## src/rtl/cpa_final_stage.sv

```systemverilog
// Multi-cycle carry-propagate adder for the compressor tree's sum/carry rows, CHUNK bits/cycle.
// Define CPA_OVF_EN to expose the carry out of the MSB on the ovf port.
module cpa_final_stage #(
    parameter int unsigned WIDTH = 16,
    parameter int unsigned CHUNK = 4
) (
    input  logic             clk,
    input  logic             rst,
    input  logic             in_valid,
    output logic             in_ready,
    input  logic [WIDTH-1:0] sum_row,
    input  logic [WIDTH-1:0] carry_row,
    output logic             out_valid,
    input  logic             out_ready,
    output logic [WIDTH-1:0] product
`ifdef CPA_OVF_EN
    ,
    output logic             ovf
`endif
);
    localparam int unsigned NCH   = WIDTH / CHUNK;
    localparam int unsigned IDX_W = (NCH > 1) ? $clog2(NCH) : 1;
    localparam logic [IDX_W-1:0] LAST_IDX = IDX_W'(NCH - 1);

    if (WIDTH % CHUNK != 0) begin : g_bad_chunk
        $error("cpa_final_stage: WIDTH must be a multiple of CHUNK");
    end

    typedef enum logic [1:0] {StIdle, StAdd, StDone} state_e;

    state_e             state_q, state_d;
    logic [IDX_W-1:0]   idx_q, idx_d;
    logic               carry_q, carry_d;
    logic [WIDTH-1:0]   sum_q, sum_d;
    logic [WIDTH-1:0]   car_q, car_d;
    logic [WIDTH-1:0]   product_q, product_d;
`ifdef CPA_OVF_EN
    logic               ovf_q, ovf_d;
`endif

    logic [31:0]        base;
    logic [CHUNK-1:0]   sum_c, car_c;
    logic [CHUNK:0]     add;
    logic [WIDTH-1:0]   mask;

    assign in_ready  = (state_q == StIdle) && !rst;
    assign out_valid = (state_q == StDone);
    assign product   = product_q;
`ifdef CPA_OVF_EN
    assign ovf       = ovf_q;
`endif

    always_comb begin
        state_d   = state_q;
        idx_d     = idx_q;
        carry_d   = carry_q;
        sum_d     = sum_q;
        car_d     = car_q;
        product_d = product_q;
`ifdef CPA_OVF_EN
        ovf_d     = ovf_q;
`endif
        base  = 32'(idx_q) * CHUNK;
        sum_c = CHUNK'(sum_q >> base);
        car_c = CHUNK'(car_q >> base);
        add   = {1'b0, sum_c} + {1'b0, car_c} + (CHUNK + 1)'(carry_q);
        mask  = '0;
        mask[CHUNK-1:0] = '1;

        unique case (state_q)
            StIdle: begin
                if (in_valid && in_ready) begin
                    sum_d   = sum_row;
                    car_d   = carry_row;
                    idx_d   = '0;
                    carry_d = 1'b0;
`ifdef CPA_OVF_EN
                    ovf_d   = 1'b0;
`endif
                    state_d = StAdd;
                end
            end
            StAdd: begin
                // Overwrite only chunk idx of the result; other chunks hold.
                product_d = (product_q & ~(mask << base)) | (WIDTH'(add[CHUNK-1:0]) << base);
                carry_d   = add[CHUNK];
                idx_d     = idx_q + IDX_W'(1);
                if (idx_q == LAST_IDX) begin
                    idx_d   = '0;
                    state_d = StDone;
`ifdef CPA_OVF_EN
                    ovf_d   = add[CHUNK];
`endif
                end
            end
            StDone: begin
                if (out_ready) begin
                    state_d = StIdle;
                end
            end
            default: state_d = StIdle;
        endcase
    end

    always_ff @(posedge clk) begin
        if (rst) begin
            state_q   <= StIdle;
            idx_q     <= '0;
            carry_q   <= 1'b0;
            sum_q     <= '0;
            car_q     <= '0;
            product_q <= '0;
`ifdef CPA_OVF_EN
            ovf_q     <= 1'b0;
`endif
        end else begin
            state_q   <= state_d;
            idx_q     <= idx_d;
            carry_q   <= carry_d;
            sum_q     <= sum_d;
            car_q     <= car_d;
            product_q <= product_d;
`ifdef CPA_OVF_EN
            ovf_q     <= ovf_d;
`endif
        end
    end

endmodule

```

## config.mk

```make
export PLATFORM = sky130hd
export DESIGN_NAME = cpa_final_stage
export DESIGN_NICKNAME = d
export VERILOG_FILES = /design/src/rtl/cpa_final_stage.sv
export SDC_FILE = /design/constraint.sdc
export NUM_CORES = 1
export LEC_CHECK = 0
export ABC_CLOCK_PERIOD_IN_PS = 4610
export CAP_MARGIN = 20
export CORE_UTILIZATION = 45
export CTS_BUF_LIST = sky130_fd_sc_hd__clkbuf_4
export CTS_CLUSTER_SIZE = 20
export DETAILED_ROUTE_END_ITERATION = 8
export PLACE_DENSITY = 0.72
export SYNTH_ARGS = -nofsm -noshare
export SYNTH_HDL_FRONTEND = slang
export SYNTH_SLANG_ARGS = --single-unit
```

## constraint.sdc

```tcl
create_clock -name clk -period 4.61 [get_ports clk]
set_input_delay 1.383 -clock clk [delete_from_list [all_inputs] [get_ports clk]]
set_output_delay 1.383 -clock clk [all_outputs]
set_load 0.02 [all_outputs]
```

==> impl_metrics.py <==
metrics = {
    "status": {
        "status": "finished clean",
    },
    "die": {
        "io-pin-count": 54,
        "die_h_um": 75.54,
        "fp.coreArea_um2": 5172,
        "dieWidth_um": 75.54,
        "initial_core_util_pct": 47.05,
        "dieArea_um2": 5706,
        "num_rows": 26,
    },
    "cts": {
        "cts_tree": "done",
        "htreeDepth": 2,
        "clockRootBuffer": "clkbuf_4",
        "clkLatencyLatePin_ns": 0.37,
        "cts_inserted_buffers": 5,
        "clkTransAtPathRegs_ns": 0.14,
        "cts_setup_buffers": 0,
        "clock-sinks": 53,
        "cts.repair.resized": 0,
        "cts.path.max_buffers": 2,
        "cts_hold_buf": 0,
    },
    "synthesis": {
        "synth-edff-count": 0,
        "async_flop_share_pct": 0,
        "syn_area_per_cell_um2": 9.432,
        "syn_nets": 303,
        "synthTopCellsByArea": "dfxtp_1, nand2b_1, mux4_2",
        "synth_seq_cells": 53,
        "synth.top_cell.area_share_pct": 43.60,
        "synth_cell_types": 36,
        "yosys_most_used_dff": "dfxtp_1",
        "synthesis.area_um2": 2434,
        "synth_warnings": 0,
        "ys_seq_area_share_pct": 43.60,
        "yosysTopAreaCell": "dfxtp_1",
        "synthCells": 258,
    },
    "sta": {
        "maxSlewViolCount": 0,
        "fin_crit_ns": 3.932,
        "fin_skew_ns": 0.01895,
        "rsz0062_at_grt": "false",
        "finalCritPeriodShare_pct": 85.28,
        "whs_ns": 0.4847,
        "max_slew_margin_pct": 48.98,
        "fmax_mhz": 254.4,
        "finalHoldViolCount": 0,
        "fin_tns_setup_ns": 0,
        "worst_slew_pin_slew_ns": 0.7643,
        "setup_viol": 0,
    },
    "flow_run": {
        "drv_cap": 0,
    },
    "global_routing": {
        "grtUsageMet1_pct": 23.11,
        "antenna_found_initial": 0,
        "grt_util_met2_pct": 32.94,
        "use_met3_pct": 4.497,
        "first_global_vias": 1879,
        "grt_pass1_wl_um": 8066,
        "busiest_layer": "met2",
        "grt_use_total_pct": 18.67,
        "grt.overflow.total": 0,
        "grt_max_degree": 65,
    },
    "setup_path": {
        "critPathKind": "in2out",
        "critical_path.max_fanout": 2,
        "cp.required_ns": 3.23,
        "endpoint_kind": "output port",
        "cp-start-kind": "input pin",
        "worstPathArrival_ns": 2.55,
        "crit_start": "rst",
        "r2r_start": "idx_q[1]",
    },
    "worst_hold_path": {
        "hold_path.startpoint": "car_q[14]",
        "hold_class": "reg2reg",
    },
    "routing": {
        "first_pass_iters": 4,
        "drc_errors": 0,
        "route.antenna.remaining_nets": 0,
        "num_vias": 1909,
        "wl_per_cell_um": 12.75,
        "finalWirelength_um": 4783,
        "drtIter0Drc": 118,
        "via_per_inst": 5.091,
    },
    "pwr": {
        "p_leak_nw": 1.078,
        "ir_worst_vdd_mv": 0.1328,
        "powerDensity_nw_per_um2": 277.6,
    },
    "layout": {
        "num_antenna_cells": 0,
        "fin_nets": 349,
        "drive_gt1_share_pct": 6.557,
        "syn_to_final_growth_pct": 24.94,
    },
    "placed_design": {
        "portBuffers": 53,
        "hpwlAfterDp_um": 3237,
        "gp_congestion": 0.8020,
    },
}
[synthesized netlist by cell type (5+ instances only)]
cell,number
nand2b_1,34
mux4_2,8
dfxtp_1,53
a22oi_1,12
buf_2,7
nand3b_1,8
nor2_1,14
ha_1,7
nand2_1,37
clkbuf_1,5
o21ai_0,32
[routing by layer]
layer / vias up / share of wire (%) / wire, µm
met5: - / 0 / 0
met3: 2 / 3.2 / 155
met2: 36 / 46 / 2214
li1: 995 / - / -
met1: 876 / 50 / 2387
met4: 0 / 0.54 / 26
[layout make-up]
class | instances | area (µm²)
repair buffers | 55 | 545.5
fillers | 474 | 2132
clock inverters | 3 | 12.51
multi-input cells | 186 | 1285
flip-flops and latches | 53 | 1061
clock buffers | 5 | 37.54
inverters | 3 | 11.26
well taps | 70 | 87.58
[power breakdown]
group          switching, mW  internal [mW]  leakage [nW]
clock                  0.136         0.0556        0.0300
combinational         0.0663         0.0795         0.614
sequential            0.0219          0.484         0.434
[state kept, by name (all words and copies together), names as in the netlist]
register  cells
carry_q       1
idx_q         2
product      16
state_q       2
car_q        16
sum_q        16
[path summary, 6_finish.rpt]
| kind | endpoint | slack [ns] | cells after the start |
|---|---|---|---|
| worst min register to register | car_q[14] | 0.48 | 2 |
| worst max register to register | product[14] | 1.56 | 6 |
| worst max-delay path | in_ready | 0.68 | 3 |
| worst min-delay path | car_q[14] | 0.48 | 2 |
[worst max-delay path, stage by stage]
cell,delay (ns)
clkdlybuf4s50_1,0.42
nor3_1,0.13
clkdlybuf4s50_1,0.62
[cells by family after synthesis]
family,after synthesis,share of synthesized area [%]
muxes,9,7.815
buffers and inverters,19,3.599
DFF,53,43.60
xor gates and xnor gates,1,0.3600
and+or+nand+nor,112,25.96
AOI/OAI and AO/OA,55,13.42
adders and majority gates,9,5.244
[through the flow]
stage	std cells	instance area, µm²	utilization (%)	setup WS (ns)	power, mW
after floorplan	258	2434	-	1.029	0.6004
after global placement	367	2990	57.81	0.6748	0.6621
after detailed placement	367	2990	57.81	0.6692	0.6634
after CTS	375	3040	58.78	0.6681	0.8538
after global routing	375	3040	58.78	0.5663	0.8915
final	375	3040	58.78	0.6784	0.8439
[placed cells by master, fill, tap and decap left out, drive strengths merged, types with 7 or more instances in the layout]
cell type	Yosys	layout
nand2	37	37
nand3b	8	8
o21ai	32	32
ha	7	7
nor2	14	14
nand2b	34	34
mux4	8	8
clkdlybuf4s50	0	53
a22oi	12	12
dfxtp	53	53
Note: power is estimated with default switching activity, not from simulation.
